--- src/rtl/fir_s2p_packer_3_pkg.sv ---
// ---------------------------------------------------------------------------
// fir_s2p_packer_3_pkg
//   Shared constants and types for the 3-way unfolded FIR datapath: sample
//   width, unfolding factor, slot-counter width and the slot-index encoding
//   used by the serial-to-parallel input packer.
// ---------------------------------------------------------------------------
package fir_s2p_packer_3_pkg;

  // Sample width in bits (two's complement); must match the filter.
  localparam int SAMPLE_W = 14;

  // Unfolding factor: samples per parallel word.
  localparam int P = 3;

  // Width of the slot counter that walks 0..P-1.
  localparam int CNT_W = $clog2(P);

  // Width of the "number of real samples" field (values 1..P).
  localparam int NV_W = 2;

  // Slot index: which position of the group the next valid sample fills.
  typedef enum logic [CNT_W-1:0] {
    SLOT_0 = 2'd0,
    SLOT_1 = 2'd1,
    SLOT_2 = 2'd2
  } slot_e;

endpackage

--- src/rtl/fir_s2p_packer_3_if.sv ---
// ---------------------------------------------------------------------------
// fir_s2p_packer_3_if
//   Sample-source -> packer -> filter bus.
//   master : sample source side (drives DIN/Vin/Flush, observes the group)
//   slave  : packer side (consumes DIN/Vin/Flush, drives DOUT_1..3/Vout/Nvalid)
//   DIN    : serial input sample             Vin    : DIN valid this cycle
//   Flush  : emit pending partial group      DOUT_n : packed group, oldest first
//   Vout   : one-cycle new-group strobe      Nvalid : real samples in group
// ---------------------------------------------------------------------------
interface fir_s2p_packer_3_if
  import fir_s2p_packer_3_pkg::*;
#(
  parameter int NB = SAMPLE_W
);

  logic [NB-1:0]   DIN;
  logic            Vin;
  logic            Flush;
  logic [NB-1:0]   DOUT_1;
  logic [NB-1:0]   DOUT_2;
  logic [NB-1:0]   DOUT_3;
  logic            Vout;
  logic [NV_W-1:0] Nvalid;

  modport master (
    output DIN, Vin, Flush,
    input  DOUT_1, DOUT_2, DOUT_3, Vout, Nvalid
  );

  modport slave (
    input  DIN, Vin, Flush,
    output DOUT_1, DOUT_2, DOUT_3, Vout, Nvalid
  );

endinterface

--- src/rtl/fir_s2p_packer_3.sv ---
// ---------------------------------------------------------------------------
// fir_s2p_packer_3
//   Serial-to-parallel input stage for the 3-way unfolded FIR. Packs three
//   consecutive valid samples into one parallel word with a one-cycle Vout
//   strobe. Flush emits a pending partial group zero-padded, with Nvalid
//   telling the filter how many samples are real. Data pass bit-exact.
//
//   Ports
//     Ck   : clock, rising edge
//     Rst  : asynchronous reset, active-high
//     bus  : fir_s2p_packer_3_if.slave (DIN/Vin/Flush in,
//            DOUT_1..3/Vout/Nvalid out, all registered)
// ---------------------------------------------------------------------------
module fir_s2p_packer_3
  import fir_s2p_packer_3_pkg::*;
#(
  parameter int NB = SAMPLE_W
) (
  input  logic                  Ck,
  input  logic                  Rst,
  fir_s2p_packer_3_if.slave     bus
);

  // Slot state: how many samples are held, and the two holding slots.
  slot_e           r_cnt;
  logic [NB-1:0]   r_s0;
  logic [NB-1:0]   r_s1;

  // Registered outputs.
  logic [NB-1:0]   r_dout_1;
  logic [NB-1:0]   r_dout_2;
  logic [NB-1:0]   r_dout_3;
  logic            r_vout;
  logic [NV_W-1:0] r_nvalid;

  // Next-state / next-output decisions.
  slot_e           w_cnt_nxt;
  logic [NB-1:0]   w_s0_nxt;
  logic [NB-1:0]   w_s1_nxt;
  logic            w_emit;
  logic [NB-1:0]   w_d1;
  logic [NB-1:0]   w_d2;
  logic [NB-1:0]   w_d3;
  logic [NV_W-1:0] w_nvalid;

  // The incoming sample is always placed before a flush is honoured, so a
  // Flush with Vin=1 closes the group that includes the current DIN.
  always_comb begin
    // NOTE: every signal gets a default first so no path leaves it unassigned,
    // which would otherwise infer a latch.
    w_cnt_nxt = r_cnt;
    w_s0_nxt  = r_s0;
    w_s1_nxt  = r_s1;
    w_emit    = 1'b0;
    w_d1      = '0;
    w_d2      = '0;
    w_d3      = '0;
    w_nvalid  = '0;

    if (bus.Vin) begin
      case (r_cnt)
        SLOT_0: begin
          if (bus.Flush) begin
            w_emit    = 1'b1;
            w_d1      = bus.DIN;
            w_nvalid  = 2'd1;
            w_cnt_nxt = SLOT_0;
          end else begin
            w_s0_nxt  = bus.DIN;
            w_cnt_nxt = SLOT_1;
          end
        end
        SLOT_1: begin
          if (bus.Flush) begin
            w_emit    = 1'b1;
            w_d1      = r_s0;
            w_d2      = bus.DIN;
            w_nvalid  = 2'd2;
            w_cnt_nxt = SLOT_0;
          end else begin
            w_s1_nxt  = bus.DIN;
            w_cnt_nxt = SLOT_2;
          end
        end
        SLOT_2: begin
          // Third sample completes the group whether or not Flush is set.
          w_emit    = 1'b1;
          w_d1      = r_s0;
          w_d2      = r_s1;
          w_d3      = bus.DIN;
          w_nvalid  = 2'd3;
          w_cnt_nxt = SLOT_0;
        end
        default: w_cnt_nxt = SLOT_0;
      endcase
    end else if (bus.Flush) begin
      case (r_cnt)
        SLOT_1: begin
          w_emit   = 1'b1;
          w_d1     = r_s0;
          w_nvalid = 2'd1;
        end
        SLOT_2: begin
          w_emit   = 1'b1;
          w_d1     = r_s0;
          w_d2     = r_s1;
          w_nvalid = 2'd2;
        end
        default: ; // nothing pending: flush is a no-op
      endcase
      w_cnt_nxt = SLOT_0;
    end
  end

  // Slot counter and holding slots.
  always_ff @(posedge Ck or posedge Rst) begin
    if (Rst) begin
      // NOTE: the holding slots are plain flops (two words), so they are
      // reset with everything else; a mid-group reset leaves no residue.
      r_cnt <= SLOT_0;
      r_s0  <= '0;
      r_s1  <= '0;
    end else begin
      // NOTE: sequential state uses non-blocking assignment so every flop
      // samples pre-edge values regardless of statement order.
      r_cnt <= w_cnt_nxt;
      r_s0  <= w_s0_nxt;
      r_s1  <= w_s1_nxt;
    end
  end

  // Output register: Vout is a pulse, the group words hold until replaced.
  always_ff @(posedge Ck or posedge Rst) begin
    if (Rst) begin
      r_dout_1 <= '0;
      r_dout_2 <= '0;
      r_dout_3 <= '0;
      r_vout   <= 1'b0;
      r_nvalid <= '0;
    end else begin
      r_vout <= w_emit;
      if (w_emit) begin
        r_dout_1 <= w_d1;
        r_dout_2 <= w_d2;
        r_dout_3 <= w_d3;
        r_nvalid <= w_nvalid;
      end
    end
  end

  assign bus.DOUT_1 = r_dout_1;
  assign bus.DOUT_2 = r_dout_2;
  assign bus.DOUT_3 = r_dout_3;
  assign bus.Vout   = r_vout;
  assign bus.Nvalid = r_nvalid;

endmodule

--- src/flat_wrapper.sv ---
// flat-port wrapper written by rule: the top's interface ports become plain ports
module fir_s2p_packer_3_flat import fir_s2p_packer_3_pkg::*;
#(
  parameter int NB = SAMPLE_W
)
  (Ck, Rst, bus_DIN, bus_Vin, bus_Flush, bus_DOUT_1, bus_DOUT_2, bus_DOUT_3, bus_Vout, bus_Nvalid);
  fir_s2p_packer_3_if #(.NB(NB)) bus_i ();
  input  logic Ck;
  input  logic Rst;
  input wire logic [$bits(bus_i.DIN)-1:0] bus_DIN;
  input wire logic [$bits(bus_i.Vin)-1:0] bus_Vin;
  input wire logic [$bits(bus_i.Flush)-1:0] bus_Flush;
  output wire logic [$bits(bus_i.DOUT_1)-1:0] bus_DOUT_1;
  output wire logic [$bits(bus_i.DOUT_2)-1:0] bus_DOUT_2;
  output wire logic [$bits(bus_i.DOUT_3)-1:0] bus_DOUT_3;
  output wire logic [$bits(bus_i.Vout)-1:0] bus_Vout;
  output wire logic [$bits(bus_i.Nvalid)-1:0] bus_Nvalid;
  assign bus_i.DIN = bus_DIN;
  assign bus_i.Vin = bus_Vin;
  assign bus_i.Flush = bus_Flush;
  assign bus_DOUT_1 = bus_i.DOUT_1;
  assign bus_DOUT_2 = bus_i.DOUT_2;
  assign bus_DOUT_3 = bus_i.DOUT_3;
  assign bus_Vout = bus_i.Vout;
  assign bus_Nvalid = bus_i.Nvalid;
  fir_s2p_packer_3 #(.NB(NB)) u_core (.Ck(Ck), .Rst(Rst), .bus(bus_i));
endmodule
--- config.mk ---
export PLATFORM = sky130hd
export DESIGN_NAME = fir_s2p_packer_3_flat
export DESIGN_NICKNAME = d
export VERILOG_FILES = /design/src/rtl/fir_s2p_packer_3_pkg.sv /design/src/rtl/fir_s2p_packer_3_if.sv /design/src/rtl/fir_s2p_packer_3.sv /design/src/flat_wrapper.sv
export SDC_FILE = /design/constraint.sdc
export NUM_CORES = 1
export LEC_CHECK = 0
export ABC_AREA = 1
export BUFFER_PORTS_ARGS = -buffer_cell sky130_fd_sc_hd__buf_2
export CAP_MARGIN = 20
export CORE_MARGIN = 3
export CORE_UTILIZATION = 56
export CTS_CLUSTER_DIAMETER = 120
export DETAILED_ROUTE_END_ITERATION = 16
export PLACE_DENSITY = 0.89
export SLEW_MARGIN = 20
export SYNTH_ARGS = -nofsm -noshare
export SYNTH_HDL_FRONTEND = slang
export SYNTH_SLANG_ARGS = --single-unit
--- constraint.sdc ---
create_clock -name Ck -period 2.7 [get_ports Ck]
set_input_delay 0.135 -clock Ck [delete_from_list [all_inputs] [get_ports Ck]]
set_output_delay 0.135 -clock Ck [all_outputs]
set_load 0.05 [all_outputs]
==> flow_metrics.py, run 1 <==
metrics = {
    "floorplanning": {
        "start_util_pct": 59.2,
        "dieArea_mm2": 0.00790,
        "rows": 29,
        "io_pins": 63,
        "die_w_um": 88.9,
        "fp.coreArea_mm2": 0.00649,
        "die_y_um": 88.9,
    },
    "worst_hold_path": {
        "min_delay_worst_endpoint": "u_core.bus.DOUT_3[11]$_DFFE_PP0P_",
        "hold_depth": 3,
        "holdCritStartpoint": "bus_DIN[11]",
        "holdCritPathClass": "in -> reg",
    },
    "pwr": {
        "p_switching_mw": 1.00,
        "p_leak_nw": 2.54,
        "p_per_area_mw_per_mm2": 646,
        "power.internal_mw": 1.79,
        "p_clk_share_pct": 27.7,
        "power_mw": 2.79,
        "peakVddDrop_mv": 0.457,
        "p_comb_share_pct": 22.6,
        "swShare_pct": 35.9,
        "seqPwrFrac_pct": 49.7,
    },
    "drt": {
        "wire_per_inst_um": 15.6,
        "num_vias": 3670,
        "viasPerCell": 5.72,
        "ant_nets": 0,
        "drtIter0Drc": 306,
        "drcViolationCount": 0,
        "first_pass_iters": 5,
        "totalWireLength_um": 10000,
    },
    "placed_design": {
        "io_buffers": 62,
        "globalplace.congestion": 0.878,
        "dp_hpwl_um": 6860,
    },
    "critical_path": {
        "cp-end-kind": "flip-flop",
        "timing.rr.start": "u_core.r_cnt[1]$_DFFE_PP0P_",
        "crit_fanout": 13,
        "path_buf_inv": 1,
        "crit_slowest_cell": "ha_1",
        "crit_chain": "inv_1, ha_1, nand2_1, o21ai_0, nand2_1, nand2_1",
        "setup.worst_path.class": "reg -> reg",
        "cp.required_ps": 2990,
        "start_kind": "flip-flop",
        "ff2ff_setup_slack_ps": 620,
        "cp_slowest_stage_delay_ps": 490,
        "cpLargestDelayFamily": "simple AND/OR/NAND/NOR gates",
        "cpMostUsedCell": "nand2_1",
        "crit_arrival_ps": 2370,
        "worst-r2r-cell-count": 6,
        "rr_endpoint": "u_core.bus.DOUT_2[6]$_DFFE_PP0P_",
    },
    "sta": {
        "final_hold_viol_count": 0,
        "fin_crit_ps": 2080,
        "slew_headroom_pct": 57.4,
        "tns_ps": 0,
        "clock.fmax_mhz": 481,
        "tightest_slew_ps": 640,
        "setup_violations": 0,
        "final_max_slew_viol_count": 0,
        "min_period_over_period_pct": 77.0,
        "rsz0062_at_grt": "no",
        "hold_slack_ps": 49.5,
        "clock_skew_ps": 6.42,
    },
    "clock_tree": {
        "post-cts-setup-buffers": 0,
        "cts_inserted_buffers": 9,
        "cts-root-buf": "clkbuf_8",
        "path_clk_slew_ps": 80,
        "clk_path_buf_depth": 2,
        "cts.repair.resized": 0,
        "clk_latency_ps": 360,
        "cts_sinks": 75,
        "htreeDepth": 3,
        "tritoncts": "built",
    },
    "run": {
        "max-cap-violations": 0,
    },
    "yosys": {
        "ys_async_sr_fraction_pct": 100,
        "yosys_warnings": 0,
        "syn_nets": 531,
        "synth_ff_type": "dfrtp_1",
        "netlist_instances": 509,
        "synthesis.area_mm2": 0.00385,
        "syn_area_per_cell_um2": 7.56,
        "synth_top_area_share_pct": 48.8,
        "yosys-top-cells-area": "dfrtp_1, nand2_1, nand3_1, o21ai_0, inv_1",
        "synth-edff-count": 0,
        "yosysUniqueCellTypes": 23,
        "synth_top_cell_by_area": "dfrtp_1",
        "synth-seq-cells": 75,
        "seq_area_frac_synth_pct": 48.8,
    },
    "final_layout": {
        "nFillCells": 542,
        "syn2layout_area_growth_pct": 12.5,
        "multi_input_area_mm2": 0.00164,
        "regArea_mm2": 0.00188,
        "final_layout_size_suffix_gt1_share_pct": 17.5,
        "final_nets": 582,
        "antennaDiodeCount": 0,
    },
    "global_routing": {
        "grt_usage_pct": 27.4,
        "antenna_found_initial": 0,
        "grt_pass1_vias": 3536,
        "overflow": 0,
        "grt_max_degree": 46,
        "grt_pass1_wl_um": 16400,
    },
    "status": {
        "status": "complete, no violations",
    },
}
## cell families (layout without fill, tap and decap cells)
kind of cell | Yosys count | in the layout | synth area share (%)
and+or+nand+nor | 313 | 313 | 34.8
AOI/OAI and AO/OA | 47 | 47 | 6.64
DFF | 75 | 75 | 48.8
buffers and inverters | 70 | 126 | 8.46
adders and majority gates | 4 | 4 | 1.30
## worst register-to-register path, cell delays in order (launching register included)
cell     delay [ps]
dfrtp_1         450
inv_1           150
ha_1            490
nand2_1         430
o21ai_0         350
nand2_1          80
nand2_1          60
## what timing repair did
item                                    CTS  global route
endpoints found under the setup margin    0             0
hold endpoints to repair                 16             0
hold buffers                              1             0
## final cells by class
type                    count  share of cell area [%]
well taps                  77                    2.23
clock inverters             5                   0.665
clock buffers              11                    3.27
multi-input cells         364                    38.0
repair buffers             74                    9.31
inverters                  36                    3.18
flip-flops and latches     75                    43.4
## layer usage
metal  GRT usage [%]  up-vias  wire length (um)
li1                -     1729                 -
met4            10.9        0               169
met1            34.3     1749              3960
met2            46.8      175              5090
met5               0        -                 0
met3            5.03       17               789
## cells in the mapped netlist (3+ instances only)
| cell | number |
|---|---|
| clkbuf_1 | 5 |
| nand3_1 | 96 |
| inv_1 | 33 |
| ha_1 | 4 |
| buf_2 | 21 |
| dfrtp_1 | 75 |
| o21ai_0 | 41 |
| buf_6 | 3 |
| buf_4 | 3 |
| nand2_1 | 209 |
## layout by cell type, fill, tap and decap left out
cell type	netlist	final
nand2_1	209	209
nand3_1	96	96
dfrtp_1	75	75
buf_2	21	62
o21ai_0	41	41
inv_1	33	32
buf_4	3	11
clkbuf_8	0	10
ha_1	4	4
clkinv_2	0	4
inv_2	2	3
nand2_4	2	2
nand4_1	2	2
o21ai_1	2	2
o211ai_1	2	2
inv_4	1	1
o21ai_4	1	1
nand3_4	1	1
o21ai_2	1	1
nor2_4	1	1
nor2_1	1	1
nor2_2	1	1
clkbuf_1	5	1
clkinv_4	0	1
dlygate4sd3_1	0	1
## power by group through the flow
stage                     clock, mW  combinational (mW)  sequential (mW)
after floorplan                   0               0.305             1.55
after global placement            0               0.608             1.40
after detailed placement          0               0.628             1.40
after CTS                     0.779               0.634             1.38
after global routing          0.825               0.700             1.40
final                         0.775               0.630             1.39
## flip-flops by register name, indices dropped and copies added (netlist names)
| name | cells |
|---|---|
| u_core.bus.DOUT_3 | 14 |
| u_core.bus.Vout | 1 |
| u_core.r_cnt | 2 |
| u_core.r_s0 | 14 |
| u_core.bus.Nvalid | 2 |
| u_core.bus.DOUT_1 | 14 |
| u_core.r_s1 | 14 |
| u_core.bus.DOUT_2 | 14 |
## worst max-delay path by stage
stage                                           start                          endpoint  slack, ps  cells after the start
final                     u_core.r_cnt[1]$_DFFE_PP0P_  u_core.bus.DOUT_2[6]$_DFFE_PP0P_        620                      6
after global routing      u_core.r_cnt[1]$_DFFE_PP0P_  u_core.bus.DOUT_2[9]$_DFFE_PP0P_        490                      6
after CTS                 u_core.r_cnt[1]$_DFFE_PP0P_  u_core.bus.DOUT_2[6]$_DFFE_PP0P_        670                      6
after detailed placement  u_core.r_cnt[1]$_DFFE_PP0P_  u_core.bus.DOUT_2[6]$_DFFE_PP0P_        690                      6
after global placement    u_core.r_cnt[1]$_DFFE_PP0P_  u_core.bus.DOUT_2[6]$_DFFE_PP0P_        810                      6
after floorplan                                   Rst  u_core.bus.DOUT_1[0]$_DFFE_PP0P_        660                      1
## through the flow
step | cell area (um^2) | instances | setup WS [ps] | util [%]
3_3_place_gp | 4150 | 625 | 810 | 63.9
3_5_place_dp | 4150 | 625 | 690 | 63.9
4_1_cts | 4330 | 642 | 666 | 66.6
6_report | 4330 | 642 | 621 | 66.6
2_1_floorplan | 3850 | 509 | 655 | -
5_1_grt | 4330 | 642 | 486 | 66.6
(Power assumes the default switching activity.)
==> run 2: changes to the inputs <==
clock period = 2.2 ns   (was 2.7 ns; I/O delays follow)
==> run 2 against run 1 <==
Against the previous run:
- wire length down 0.24%
- first-iteration DRC count up 16%
- clock skew up 2.8 ps
- combinational power up 24%
==> flow_metrics.py, run 2 (synthesis results as in run 1) <==
metrics = {
    "global_routing": {
        "grt_pass1_vias": 3454,
        "overflow": 0,
        "grt_max_degree": 44,
        "grt_usage_pct": 27.1,
        "antenna_found_initial": 0,
        "grt_pass1_wl_um": 16200,
    },
    "sta": {
        "clock_skew_ps": 9.21,
        "final_hold_viol_count": 0,
        "tns_ps": 0,
        "slew_headroom_pct": 56.7,
        "layout_setup_ws_ps": 297,
        "fin_crit_ps": 1900,
        "setup_violations": 0,
        "min_period_over_period_pct": 86.5,
        "clock.fmax_mhz": 526,
        "tightest_slew_ps": 648,
        "hold_slack_ps": 29.2,
        "final_max_slew_viol_count": 0,
        "rsz0062_at_grt": "no",
    },
    "final_layout": {
        "final_cell_mix": "nand2_1, nand3_1, dfrtp_1, buf_2, o21ai_0",
        "regArea_mm2": 0.00188,
        "final_common_cell": "nand2_1",
        "syn2layout_area_growth_pct": 14.5,
        "final_util_pct": 67.8,
        "final_layout_size_suffix_gt1_share_pct": 17.7,
        "multi_input_area_mm2": 0.00164,
        "antennaDiodeCount": 0,
        "nFillCells": 529,
        "fin_cells": 643,
        "final_nets": 583,
    },
    "critical_path": {
        "crit_fanout": 13,
        "setup.worst_path.class": "reg -> reg",
        "crit_arrival_ps": 2200,
        "start_kind": "flip-flop",
        "cp.required_ps": 2500,
        "cp-end-kind": "flip-flop",
    },
    "drt": {
        "totalWireLength_um": 9980,
        "wire_per_inst_um": 15.5,
        "num_vias": 3666,
        "ant_nets": 0,
        "first_pass_iters": 5,
        "drtIter0Drc": 356,
        "drcViolationCount": 0,
        "viasPerCell": 5.70,
    },
    "pwr": {
        "p_per_area_mw_per_mm2": 839,
        "p_leak_nw": 2.57,
        "peakVddDrop_mv": 0.568,
    },
    "floorplanning": {
        "fp.coreArea_mm2": 0.00649,
        "start_util_pct": 59.2,
        "rows": 29,
        "dieArea_mm2": 0.00790,
        "io_pins": 63,
        "die_y_um": 88.9,
        "die_w_um": 88.9,
    },
    "clock_tree": {
        "tritoncts": "built",
        "path_clk_slew_ps": 80,
        "clk_latency_ps": 360,
        "cts_sinks": 75,
        "cts_inserted_buffers": 9,
        "htreeDepth": 3,
        "cts-root-buf": "clkbuf_8",
        "cts.repair.resized": 0,
        "clk_path_buf_depth": 2,
    },
    "placed_design": {
        "dp_hpwl_um": 6680,
        "pre_cts_ws_ps": 360,
        "io_buffers": 62,
        "place_inst": 626,
        "globalplace.congestion": 0.996,
    },
    "worst_hold_path": {
        "holdCritPathClass": "in -> reg",
    },
    "run": {
        "max-cap-violations": 0,
    },
    "status": {
        "status": "complete, no violations",
    },
}
run 2: cell types whose count changed in the layout (fill, tap and decap cells not counted), sizes merged:
cell      previous run  this run
buf                 73        74
bufinv               0         2
clkbuf              11        12
clkinv               5         1
clkinvlp             0         1
run 2: critical path, stage by stage, from the launching register on:
cell and delay (ps):
dfrtp_1 460, inv_1 150, ha_1 380, nand2_1 110, inv_1 90, nand2_1 250
o21ai_0 260, nand2_1 70, nand2_1 70
run 2: layer usage:
metal | wire length [um] | vias to the layer above | GRT usage, % | share of wire [%]
met2 | 4950 | 176 | 44.9 | 50
li1 | - | 1723 | - | -
met1 | 3990 | 1741 | 34.6 | 40
met4 | 208 | 0 | 9.07 | 2.1
met5 | 0 | - | 0 | 0
met3 | 832 | 26 | 6.98 | 8.3
run 2: what timing repair did:
action | CTS | global route
buffers inserted | 0 | 0
endpoints found under the hold margin | 27 | 0
hold buffers | 1 | 0
run 2: path summary, 6_finish.rpt:
kind / slack, ps / cells past startpoint / from / end
max: 300 / 8 / u_core.r_cnt[1]$_DFFE_PP0P_ / u_core.bus.DOUT_2[0]$_DFFE_PP0P_
min: 30 / 3 / bus_DIN[12] / u_core.bus.DOUT_3[12]$_DFFE_PP0P_
max reg2reg: 300 / 8 / u_core.r_cnt[1]$_DFFE_PP0P_ / u_core.bus.DOUT_2[0]$_DFFE_PP0P_
min reg2reg: 490 / 2 / u_core.r_s1[5]$_DFFE_PP0P_ / u_core.r_s1[5]$_DFFE_PP0P_
max in group asynchronous: 1150 / 4 / Rst / u_core.bus.DOUT_1[1]$_DFFE_PP0P_
min in group asynchronous: 370 / 3 / Rst / u_core.bus.DOUT_2[9]$_DFFE_PP0P_
run 2: power breakdown:
| part | internal, mW | switching (mW) | leakage, nW |
|---|---|---|---|
| clock network | 0.699 | 0.519 | 0.113 |
| registers | 1.56 | 0.132 | 0.993 |
| logic | 0.205 | 0.578 | 1.46 |
run 2: per-stage QoR:
stage / power, mW / area [um^2]
3_3_place_gp: 2.46 / 4170
2_1_floorplan: 2.28 / 3850
4_1_cts: 3.70 / 4410
6_report: 3.70 / 4410
5_1_grt: 3.87 / 4410
3_5_place_dp: 2.49 / 4170
run 2: final cells by class:
class	count	share of cell area, %
clock inverter	4	1.65
clock buffer	12	3.52
sequential	75	42.6
inverter	36	3.12
tap	77	2.19
timing repair buffer	75	9.60
multi-input combinational	364	37.3
